### config.mk
export PLATFORM = sky130hd
export DESIGN_NAME = alu_seq_slicer
export DESIGN_NICKNAME = d
export VERILOG_FILES = /design/src/rtl/alu_pkg.sv /design/src/rtl/alu181_slice.sv /design/src/rtl/alu_seq_slicer.sv
export SDC_FILE = /design/constraint.sdc
export NUM_CORES = 1
export LEC_CHECK = 0
export BUFFER_PORTS_ARGS = -buffer_cell sky130_fd_sc_hd__buf_2
export CAP_MARGIN = 40
export CORE_MARGIN = 2
export CORE_UTILIZATION = 58
export DETAILED_ROUTE_END_ITERATION = 8
export GPL_TIMING_DRIVEN = 0
export HOLD_SLACK_MARGIN = 0.08
export PLACE_DENSITY = 0.95
export SLEW_MARGIN = 0
export SYNTH_ARGS = -nofsm -noshare
export SYNTH_HDL_FRONTEND = slang
export SYNTH_SLANG_ARGS = --single-unit
export TNS_END_PERCENT = 20
### constraint.sdc
create_clock -name clk -period 6.63 [get_ports clk]
set_input_delay 1.326 -clock clk [delete_from_list [all_inputs] [get_ports clk]]
set_output_delay 1.326 -clock clk [all_outputs]
set_load 0.005 [all_outputs]
### src/rtl/alu_pkg.sv
// Shared constants and types for the sliced 74181-style ALU.
package alu_pkg;

  localparam int unsigned SLICE_W = 4;

  typedef enum logic [1:0] {
    IDLE,
    RUN,
    DONE
  } state_t;

  // Commonly used 74181 function selects
  localparam logic [3:0] S_ADD   = 4'b1001;  // M=0: A plus B
  localparam logic [3:0] S_SUB   = 4'b0110;  // M=0: A minus B minus 1 (plus carry)
  localparam logic [3:0] S_XOR_L = 4'b0110;  // M=1: A xor B
  localparam logic [3:0] S_A     = 4'b0000;

endpackage

### src/rtl/alu181_slice.sv
// Combinational 4-bit 74181 function, active-high data, active-low carries.
module alu181_slice
  import alu_pkg::*;
(
  input  logic [SLICE_W-1:0] a,
  input  logic [SLICE_W-1:0] b,
  input  logic [3:0]         s,
  input  logic               M,
  input  logic               Ci_inverse,
  output logic [SLICE_W-1:0] Y,
  output logic               Co_inverse
);

  logic [SLICE_W-1:0] p;
  logic [SLICE_W-1:0] g;
  logic [SLICE_W:0]   c;

  // Per-bit propagate/generate terms, ripple carry, and result select by mode.
  // The arithmetic result is p + g + carry; logic mode is the carry-free
  // complement of p xor g.
  always_comb begin
    p    = a | (b & {SLICE_W{s[0]}}) | (~b & {SLICE_W{s[1]}});
    g    = (a & ~b & {SLICE_W{s[2]}}) | (a & b & {SLICE_W{s[3]}});
    c    = '0;
    c[0] = ~Ci_inverse;
    for (int unsigned i = 0; i < SLICE_W; i++) begin
      c[i+1] = g[i] | (p[i] & c[i]);
    end
    if (M) begin
      Y          = ~(p ^ g);
      Co_inverse = 1'b1;
    end else begin
      Y          = p ^ g ^ c[SLICE_W-1:0];
      Co_inverse = ~c[SLICE_W];
    end
  end

endmodule

### src/rtl/alu_seq_slicer.sv
// WIDTH-bit 74181-style ALU evaluated one 4-bit slice per clock, LSB first,
// with a registered active-low carry between slices and valid/ready on both sides.
module alu_seq_slicer
  import alu_pkg::*;
#(
  parameter int unsigned WIDTH  = 16,
  parameter int unsigned NSLICE = WIDTH / SLICE_W
) (
  input  logic             clk,
  input  logic             rst_n,
  input  logic             in_valid,
  output logic             in_ready,
  input  logic [WIDTH-1:0] a_in,
  input  logic [WIDTH-1:0] b_in,
  input  logic [3:0]       s_in,
  input  logic             M_in,
  input  logic             Ci_inverse_in,
  output logic             out_valid,
  input  logic             out_ready,
  output logic [WIDTH-1:0] Y_out,
  output logic             Co_inverse_out,
  output logic             AequalsB_out,
  output logic             busy_out
);

  localparam int unsigned   CW   = (NSLICE > 1) ? $clog2(NSLICE) : 1;
  localparam logic [CW-1:0] LAST = CW'(NSLICE - 1);

  state_t             state;
  state_t             state_nxt;
  logic [CW-1:0]      cnt;
  logic [WIDTH-1:0]   a_q;
  logic [WIDTH-1:0]   b_q;
  logic [WIDTH-1:0]   y_q;
  logic [WIDTH-1:0]   y_nxt;
  logic [3:0]         s_q;
  logic               m_q;
  logic               carry_q;
  logic               co_q;
  logic               aeqb_q;
  logic [SLICE_W-1:0] a_sl;
  logic [SLICE_W-1:0] b_sl;
  logic [SLICE_W-1:0] y_sl;
  logic               co_sl;
  logic               accept;
  logic               last;

  assign accept = in_valid & in_ready;
  assign last   = (cnt == LAST);

  // State register
  always_ff @(posedge clk or negedge rst_n) begin
    if (!rst_n) state <= IDLE;
    else        state <= state_nxt;
  end

  // Next-state logic
  always_comb begin
    state_nxt = state;
    unique case (state)
      IDLE:    if (accept) state_nxt = RUN;
      RUN:     if (last) state_nxt = DONE;
      DONE:    if (out_ready) state_nxt = in_valid ? RUN : IDLE;
      default: state_nxt = IDLE;
    endcase
  end

  // Handshake and status outputs decoded from state
  always_comb begin
    in_ready  = 1'b0;
    out_valid = 1'b0;
    busy_out  = 1'b0;
    unique case (state)
      IDLE:    in_ready = 1'b1;
      RUN:     busy_out = 1'b1;
      DONE: begin
        out_valid = 1'b1;
        in_ready  = out_ready;
      end
      default: in_ready = 1'b0;
    endcase
  end

  // Select the operand slice addressed by the counter
  always_comb begin
    a_sl = '0;
    b_sl = '0;
    for (int unsigned k = 0; k < NSLICE; k++) begin
      if (cnt == CW'(k)) begin
        a_sl = a_q[k*SLICE_W +: SLICE_W];
        b_sl = b_q[k*SLICE_W +: SLICE_W];
      end
    end
  end

  // Merge the current slice result into the result word
  always_comb begin
    y_nxt = y_q;
    for (int unsigned k = 0; k < NSLICE; k++) begin
      if (cnt == CW'(k)) y_nxt[k*SLICE_W +: SLICE_W] = y_sl;
    end
  end

  alu181_slice u_slice (
    .a          (a_sl),
    .b          (b_sl),
    .s          (s_q),
    .M          (m_q),
    .Ci_inverse (carry_q),
    .Y          (y_sl),
    .Co_inverse (co_sl)
  );

  // Operand capture on accept, slice-by-slice accumulation while running.
  // Carry-out and A=B flag are committed only with the final slice so they
  // never reflect a partial result.
  always_ff @(posedge clk or negedge rst_n) begin
    if (!rst_n) begin
      a_q     <= '0;
      b_q     <= '0;
      s_q     <= '0;
      m_q     <= 1'b0;
      carry_q <= 1'b1;
      cnt     <= '0;
      y_q     <= '0;
      co_q    <= 1'b1;
      aeqb_q  <= 1'b0;
    end else if (accept) begin
      a_q     <= a_in;
      b_q     <= b_in;
      s_q     <= s_in;
      m_q     <= M_in;
      carry_q <= Ci_inverse_in;
      cnt     <= '0;
    end else if (state == RUN) begin
      y_q     <= y_nxt;
      carry_q <= co_sl;
      if (last) begin
        cnt    <= '0;
        co_q   <= co_sl;
        aeqb_q <= &y_nxt;
      end else begin
        cnt <= cnt + 1'b1;
      end
    end
  end

  assign Y_out          = y_q;
  assign Co_inverse_out = co_q;
  assign AequalsB_out   = aeqb_q;

endmodule

# [Word-level counts from Yosys, hierarchy flattened]
# Cells that the tools add are included.
[totals] ff_bits=60 inputBits=42 wordCells=78
[op_classes] bitwise_logic=25 n_reduce_logical=7 n_eq_ne=8 n_mux=27 addsub=1
[ops] operator="$mux 4" count=13
[ops] operator="$and 4x4->4" count=6
[ops] operator="$reduce_and 16->1" count=1
[ops] operator="$mux 2" count=6
[ops] operator="$or 4x4->4" count=3
[ops] operator="$not 4->4" count=2
[ops] operator="$xor 4x4->4" count=2
[ops] operator="$eq 2x2->1 const B" count=3
[ops] operator="$mux 1" count=6
[ops] operator="$ne 2x2->1 const B" count=3
[ops] operator="$pmux 2 s3" count=1
[ops] operator="$reduce_and 3->1" count=2
[ops] operator="$and 1x1->1" count=5
[ops] operator="$eq 2x1->1 const B" count=2
[ops] operator="$logic_not 2->1" count=2
[ops] operator="$or 1x1->1" count=4
[ops] operator="$not 1->1" count=3
[ops] operator="$add 2x1->2 const B" count=1
[ops] operator="$pmux 1 s2" count=1
[ops] operator="$reduce_and 2->1" count=1
[ops] operator="$reduce_bool 2->1" count=1

# [Logic depth before layout (Yosys ltp)]
# Gate-level depths: netlist of the first run.
[depth] ltp_word=20 ltp_mapped=11 depth_no_buf=10

# [Cells and area by module]
# A second synthesis of the first run with hierarchy kept.
[hier_totals] cells_unflattened=250 hier_area_um2=3031.7
[modules_own_cells] module="alu_seq_slicer" cells_each=208 seq_area_each_um2=1503.9 instances=1 area_each_um2=2745.1
[modules_own_cells] module="alu181_slice" cells_each=42 seq_area_each_um2=0.0 instances=1 area_each_um2=286.5

# [Least setup slack after synthesis of the first run]
# Ideal clock, no wire load.
[synth_path] path_type="flip-flop to flip-flop" start="register cnt[0]" end="register aeqb_q, in the netlist AequalsB_out" t_required_ns=6.543 setup_time_ns=0.087 setup_slack_ns=3.749 t_arrival_ns=2.793 stages_incl_launch_ff=10 synth_period_minus_slack_ns=2.881 path_buffers=0 cell_sequence="dfrtp_1 -> ha_1 -> nand3b_1 -> a311oi_4 -> mux2i_1 -> a221oi_2 -> a221oi_1 -> xnor2_1 -> or4_1 -> a22oi_1"
[synth_between] elab_chain_cells=18 elab_cells_between_ends=38 cone_classes="3 x eq/ne; 13 x mux; 19 x bitwise; 3 x reduce/logical"
[synth_rtl] element="from (decl)" line="alu_seq_slicer.sv:31" rtl="logic [CW-1:0] cnt;"
[synth_rtl] element="from (signal assigned)" line="alu_seq_slicer.sv:143" rtl="cnt <= cnt + 1'b1;"
[synth_rtl] element="$logic_not 2->1" line="alu_seq_slicer.sv:89, alu_seq_slicer.sv:100"
[synth_rtl] element="$mux 4 (4 in series)" line="alu_seq_slicer.sv:89" rtl="if (cnt == CW'(k)) begin"
[synth_rtl] element="$and 4x4->4 / $not 4->4 (equally long branches)" line="alu181_slice.sv:22, alu181_slice.sv:23"
[synth_rtl] element="$or 4x4->4 (tied with other cells)" line="alu181_slice.sv:22" rtl="p = a | (b & {SLICE_W{s[0]}}) | (~b & {SLICE_W{s[1]}});"
[synth_rtl] element="$or 4x4->4 / $and 4x4->4 (equally long branches)" line="alu181_slice.sv:22, alu181_slice.sv:23"
[synth_rtl] element="$and 1x1->1 / $or 4x4->4 (equally long branches)" line="alu181_slice.sv:27, alu181_slice.sv:23"
[synth_rtl] element="$or 1x1->1" line="alu181_slice.sv:27" rtl="c[i+1] = g[i] | (p[i] & c[i]);"
[synth_rtl] element="$and 1x1->1" line="alu181_slice.sv:27"
[synth_rtl] element="$or 1x1->1" line="alu181_slice.sv:27"
[synth_rtl] element="$and 1x1->1" line="alu181_slice.sv:27"
[synth_rtl] element="$or 1x1->1" line="alu181_slice.sv:27"
[synth_rtl] element="$xor 4x4->4" line="alu181_slice.sv:33" rtl="Y = p ^ g ^ c[SLICE_W-1:0];"
[synth_rtl] element="$mux 4" line="alu181_slice.sv:29" rtl="if (M) begin"
[synth_rtl] element="$mux 4" line="alu_seq_slicer.sv:100" rtl="if (cnt == CW'(k)) y_nxt[k*SLICE_W +: SLICE_W] = y_sl;"
[synth_rtl] element="$reduce_and 16->1" line="alu_seq_slicer.sv:141" rtl="aeqb_q <= &y_nxt;"
[synth_rtl] element="to (signal assigned)" line="alu_seq_slicer.sv:141"
[synth_rtl] element="to (decl)" line="alu_seq_slicer.sv:40" rtl="logic aeqb_q;"
# Parallel ways exist; a longest one is shown, timed or not.
# A chain may end at the register's enable or synchronous reset.

# [Worst setup path after layout of the first run]
# Ends and elaborated chain as after synthesis.

==> run metrics, run 1 <==
CTS HTree Levels 3; Synth Flop Type dfrtp_1; worst-path maximum fanout 7; first-pass GRT wire length 10.9 mm; # hold bufs at CTS 0; most common cell after layout, fill and taps aside buf_2; Inserted Clock Buffers 9; Seq/Total Area, Yosys 51.3%; final hold vios 0; number of buffers on the longest clock path 2; placed cell area 3340 um2; synth unique cells 50; Slew Viols, Final 0; Final #Nets 379; Max Clock Freq 292 MHz; core region area 4790 um2; status completed; Chip Width 75.1 um; Filler cells 354; clock latency on the worst-skew pair 0.34 ns; port buffer count 62; Area growth syn-to-layout 20.1%; site row count 25; postcts setup bufs 0; Root Buffer clkbuf_8; Worst Skew 0.00245 ns; share of layout cells above drive strength 1 36.3%; Syn. warnings 0; Die Footprint 5640 um2; initial antenna violation count 0; Post-Synthesis Cells 259; ANT cells 0; Vert. Die Dim 75.1 um; CTS tree built; largest net degree at the start of global routing 39; Worst Setup Path Type reg -> reg; DR vias/cell 5.68; crit start category register; pwr/cell area 570 nW/um2; Setup TNS 0 ns; unrepaired setup endpoints after global routing no; Post-synth EDFFs 0; ordered list of cells on the worst path inv_1 -> ha_1 -> nand3b_1 -> a311oi_4 -> mux2i_1 -> a221oi_2 -> a221oi_1 -> xnor2_1 -> or4_1 -> a22oi_1; most frequent cells in the layout buf_2 (64), dfrtp_1 (58), mux2_2 (36); Slew @ Worst Pin 0.617 ns; post-synthesis register bit count 60; I/O pin total 63; Post-synth ARST share 100%; Tcrit/Tclk final 51.7%; Max-Cap Viols 0; total global-route track usage 26.3%; Avg Inst Size Synth 11.3 um2; Tightest Hold Check Type reg -> reg; Pre-antenna DRT Iters 4; relative slew slack 58.8%; P_leak 1.62 nW; clk sink count 60; number of setup violations in the final report 0; CTS resizes 0; Residual DRC 0; final WL 6.49 mm; Max VDD drop 0.000269 V; post-route ant nets 0; routed via count 2289; critical path arrival 3.67 ns; hold slack 0.481 ns; gpl congestion 0.838; Finished Core Util 73.5%; drt wl/cell 16.1 um; Synthesized Nets 305; DR iter-0 viols 119; slowest stage delay, CP 0.56 ns; WP data required 6.87 ns; slowest library cell on the worst path or4_1; HPWL after DPL 4.96 mm; clock slew at reported path FFs 0.06 ns; design area 3520 um2; Mapped Area 2930 um2; grt total ovfl 0; Initial Utilization 61.2%; vias in the first global route 2270; Setup crit end kind register; Final Critical Period 3.43 ns
-- cells by family (layout without fill, tap and decap cells) --
| logic type | count (synthesis) | in the layout | share of synthesized area, % |
|---|---|---|---|
| flops | 60 | 60 | 51.3 |
| mux | 45 | 45 | 16.9 |
| compound gates | 60 | 60 | 14.4 |
| xor+xnor | 4 | 4 | 1.20 |
| simple gates | 68 | 68 | 11.8 |
| fa+ha+maj | 4 | 4 | 1.71 |
| buf+inv | 18 | 95 | 2.65 |
-- metrics by stage --
stage | cells | power, mW | setup slack (ns)
after floorplan | 259 | 1.41 | 3.75
after global placement | 388 | 1.65 | 3.42
after detailed placement | 389 | 1.71 | 3.25
after CTS | 403 | 2.01 | 3.23
after global routing | 403 | 2.17 | 3.07
final | 403 | 2.01 | 3.20
-- routing by layer --
layer	up-vias	track usage (%)	wire, um
li1	1080	-	-
met1	1111	34.2	2810
met2	84	43.6	3220
met3	14	4.15	365
met4	0	11.9	93
met5	-	0	0
-- worst paths after layout --
path | startpoint | end | slack [ns] | cells past startpoint
worst min register to register | Y_out[14] | Y_out[14] | 0.48 | 2
min in group asynchronous | rst_n | Y_out[6] | 0.96 | 1
max in group asynchronous | rst_n | a_q[14] | 5.10 | 2
worst min-delay path | Y_out[14] | Y_out[14] | 0.48 | 2
worst max-delay path | cnt[0] | AequalsB_out | 3.20 | 10
worst max register to register | cnt[0] | AequalsB_out | 3.20 | 10
-- critical path: cells and delay by family, from the launching register on --
family	cells	cell delay [ns]
flip-flops	1	0.43
adder cells (fa/ha/maj)	1	0.33
XOR/XNOR	1	0.22
AO/OA/AOI/OAI	4	1.20
multiplexers	1	0.32
buffers and inverters	1	0.10
AND/OR/NAND/NOR	2	0.74
-- Yosys cell counts, drive strengths merged, types with 2 or more instances --
cell,n,area (um2)
a211oi,2,15.0
a21oi,7,35.0
a221o,2,20.0
a221oi,6,58.8
a22oi,2,15.0
a31oi,2,12.5
a41oi,3,26.3
buf,4,25.0
clkbuf,6,22.5
dfrtp,58,1450
dfstp,2,52.6
ha,4,50.1
inv,7,26.3
mux2,36,405
mux2i,9,90.1
nand2,33,124
nand2b,2,12.5
nand3,2,10.0
nand3b,3,35.0
nor2,7,26.3
nor2b,8,50.1
nor3,4,20.0
nor3b,3,22.5
o211ai,2,15.0
o21ai,22,110
or4,2,15.0
xnor2,3,26.3
-- state kept, by name (all words and copies together) (netlist names) --
| signal | cells |
|---|---|
| state | 2 |
| cnt | 2 |
| b_q | 16 |
| m_q | 1 |
| carry_q | 1 |
| s_q | 4 |
| Co_inverse_out | 1 |
| Y_out | 16 |
| a_q | 16 |
| AequalsB_out | 1 |
-- report_power, final --
part	total, mW	switching (mW)	internal (mW)
Sequential	0.689	0.136	0.553
Combinational	1.02	0.566	0.458
Clock	0.295	0.135	0.161
-- layout make-up --
cell class | instances | area (um2) | area share [%]
Timing Repair Buffer | 63 | 330 | 9.38
Sequential cell | 60 | 1500 | 42.7
Multi-Input combinational cell | 181 | 1350 | 38.3
Buffer | 10 | 47.5 | 1.35
Tap cell | 67 | 83.8 | 2.38
Clock inverter | 2 | 10.0 | 0.284
Clock buffer | 12 | 165 | 4.69
Inverter | 8 | 30.0 | 0.853
Power figures use the tool's default switching activity.
==> run 2: changes to the inputs <==
- ABC_AREA: default -> 1
- CORE_UTILIZATION: 58 -> 50
- PLACE_DENSITY: 0.95 -> 0.88
- clock period: 6.63 -> 3.1 ns (I/O delays scaled with it)
==> run metrics, run 2 <==
status completed (unchanged); Post-Place Cells 507 (was 389); pwr/cell area 1290 nW/um2 (was 570 nW/um2); Pre-antenna DRT Iters 4 (unchanged); Post-synth EDFFs 0 (unchanged); ordered list of cells on the worst path inv_1 -> ha_1 -> inv_2 -> nor2_4 -> nand2_1 -> nand2_1 -> nand2_1 -> nand3_1 -> nand3_2 -> nand2_2 -> inv_2 -> nand2_2 -> nand3_1 -> nand2_1 -> nand2_1 -> nor2_1 -> nand2_1 -> nor2_1 -> nand3_1 -> nand2_1 (was inv_1 -> ha_1 -> nand3b_1 -> a311oi_4 -> mux2i_1 -> a221oi_2 -> a221oi_1 -> xnor2_1 -> or4_1 -> a22oi_1); critical path arrival 3.06 ns (was 3.67 ns); most common cell after layout, fill and taps aside nand2_1 (was buf_2); vias in the first global route 2885 (was 2270); Inserted Clock Buffers 9 (unchanged); Setup crit end kind register (unchanged); Post-Synthesis Cells 369 (was 259); CTS tree built (unchanged); gpl congestion 0.890 (was 0.838); site row count 28 (was 25); clock slew at reported path FFs 0.06 ns (about the same); core region area 5990 um2 (was 4790 um2); synth unique cells 27 (was 50); drt wl/cell 14.8 um (was 16.1 um); first-pass GRT wire length 13.2 mm (was 10.9 mm); final cell count without fillers 522 (was 403); ANT cells 0 (unchanged); final hold vios 0 (unchanged); Initial Utilization 52.2% (was 61.2%); Synthesized Nets 415 (was 305); Tcrit/Tclk final 89.9% (was 51.7%); Root Buffer clkbuf_8 (unchanged); Seq/Total Area, Yosys 48.1% (was 51.3%); Area growth syn-to-layout 19.6% (was 20.1%); initial antenna violation count 0 (unchanged); Slew Viols, Final 0 (unchanged); final WL 7.73 mm (was 6.49 mm); most frequent cells in the layout nand2_1 (97), buf_2 (65), dfrtp_1 (58) (was buf_2 (64), dfrtp_1 (58), mux2_2 (36)); Vert. Die Dim 83.1 um (was 75.1 um); area leader, netlist dfrtp_1 (unchanged); number of buffers on the longest clock path 2 (unchanged); postcts setup bufs 0 (unchanged); port buffer count 62 (unchanged); Mapped Area 3130 um2 (was 2930 um2); Worst Setup Path Type reg -> reg (unchanged); clock latency on the worst-skew pair 0.34 ns (about the same); grt total ovfl 0 (unchanged); worst reg2reg path depth 20 (was 10); post-synth top area share 46.4% (was 49.5%); CTS HTree Levels 3 (unchanged); slowest stage delay, CP 0.40 ns (was 0.56 ns); Final Critical Period 2.79 ns (was 3.43 ns); P_leak 1.94 nW (was 1.62 nW); most common cell in the netlist nand2_1 (was dfrtp_1); Final #Nets 489 (was 379); post-route ant nets 0 (unchanged); relative slew slack 59.9% (was 58.8%); DR iter-0 viols 213 (was 119); HPWL after DPL 5.68 mm (was 4.96 mm); clk sink count 60 (unchanged); # hold bufs at CTS 0 (unchanged); Max VDD drop 0.000562 V (was 0.000269 V); post-synthesis register bit count 60 (unchanged); worst-path maximum fanout 7 (unchanged); Residual DRC 0 (unchanged); share of layout cells above drive strength 1 31.1% (was 36.3%); Setup TNS 0 ns (unchanged); Max-Cap Viols 0 (unchanged); PnR worst setup slack 0.314 ns (was 3.20 ns); Avg Inst Size Synth 8.48 um2 (was 11.3 um2); routed via count 2840 (was 2289); Chip Width 83.1 um (was 75.1 um); slowest library cell on the worst path dfrtp_1 (was or4_1); DR vias/cell 5.44 (was 5.68); CTS resizes 0 (unchanged); minimum setup slack after placement 0.450 ns (was 3.25 ns); Post-synth top cells nand2_1 (97), dfrtp_1 (58), nor2_1 (35), a21oi_1 (31), nand3_1 (27) (was dfrtp_1 (58), mux2_2 (36), nand2_1 (33), o21ai_0 (16), mux2i_1 (9)); Filler cells 518 (was 354); crit start category register (unchanged); Synth Flop Type dfrtp_1 (unchanged); Worst Skew 0.00704 ns (was 0.00245 ns); total global-route track usage 23.9% (was 26.3%); Die Footprint 6910 um2 (was 5640 um2); number of setup violations in the final report 0 (unchanged); Syn. warnings 0 (unchanged); Post-synth ARST share 100% (unchanged); top cells by area, synth dfrtp_1 (46%), nand2_1 (12%), mux2_2 (9.4%), a21oi_1 (5.0%), nand3_1 (4.3%) (was dfrtp_1 (50%), mux2_2 (14%), nand2_1 (4.2%), mux2i_1 (3.1%), o21ai_0 (2.7%)); Tightest Hold Check Type in -> async (was reg -> reg); Max Clock Freq 359 MHz (was 292 MHz); WP data required 3.38 ns (was 6.87 ns); Slew @ Worst Pin 0.602 ns (was 0.617 ns); CP dominant cell by count nand2_1; I/O pin total 63 (unchanged); unrepaired setup endpoints after global routing no (unchanged); largest net degree at the start of global routing 39 (unchanged)
[run 2: final cells by class]
cell class,count,area [um2],share of cell area [%]
Sequential cell,60,1500,40.2
Tap cell,75,93.8,2.51
Clock buffer,14,183,4.88
Inverter,30,113,3.01
Multi-Input combinational cell,267,1450,38.8
Clock inverter,1,5.00,0.134
Timing Repair Buffer,63,330,8.83
Buffer,12,60.1,1.61
[run 2: routing by layer]
metal	global-route usage (%)	wire length, um	vias up
met5	0	0	-
li1	-	-	1363
met1	31.6	3410	1339
met2	38.5	3680	121
met4	10.3	160	0
met3	4.37	476	17
[run 2: worst paths after layout]
check	endpoint	slack, ns	start
setup / recovery	AequalsB_out	0.31	cnt[0]
hold / removal	b_q[1]	0.25	rst_n
setup reg to reg	AequalsB_out	0.31	cnt[0]
hold reg to reg	AequalsB_out	0.48	AequalsB_out
max in group asynchronous	Co_inverse_out	2.19	rst_n
min in group clk	AequalsB_out	0.48	AequalsB_out
[run 2: per-stage QoR]
| step | instance area [um2] | power [mW] | hold WS [ns] | utilization (%) |
|---|---|---|---|---|
| floorplan | 3130 | 3.39 | 0.324 | - |
| global placement | 3530 | 3.97 | 0.463 | 59.0 |
| detailed placement | 3550 | 4.10 | 0.461 | 59.3 |
| CTS | 3740 | 4.79 | 0.262 | 62.4 |
| global route | 3740 | 5.23 | 0.293 | 62.4 |
| finish | 3740 | 4.82 | 0.251 | 62.4 |
[run 2: logic make-up (layout without fill, tap and decap cells)]
logic type | after synthesis | count (layout) | synth area share [%]
simple gates | 184 | 184 | 26.5
compound gates | 53 | 53 | 9.00
fa+ha+maj | 4 | 4 | 1.60
flops | 60 | 60 | 48.1
buf+inv | 42 | 120 | 5.52
mux | 26 | 26 | 9.36
[run 2: critical path: cells and delay by family, from the launching register on]
family / cells / cell delay, ns
flops: 1 / 0.40
buf+inv: 3 / 0.29
simple gates: 16 / 1.68
fa+ha+maj: 1 / 0.34
[run 2: where the power goes]
group,switching (mW),internal (mW),total (mW)
Sequential,0.224,1.19,1.41
Combinational,1.75,1.00,2.75
Clock,0.295,0.372,0.667
Total,2.26,2.56,4.82
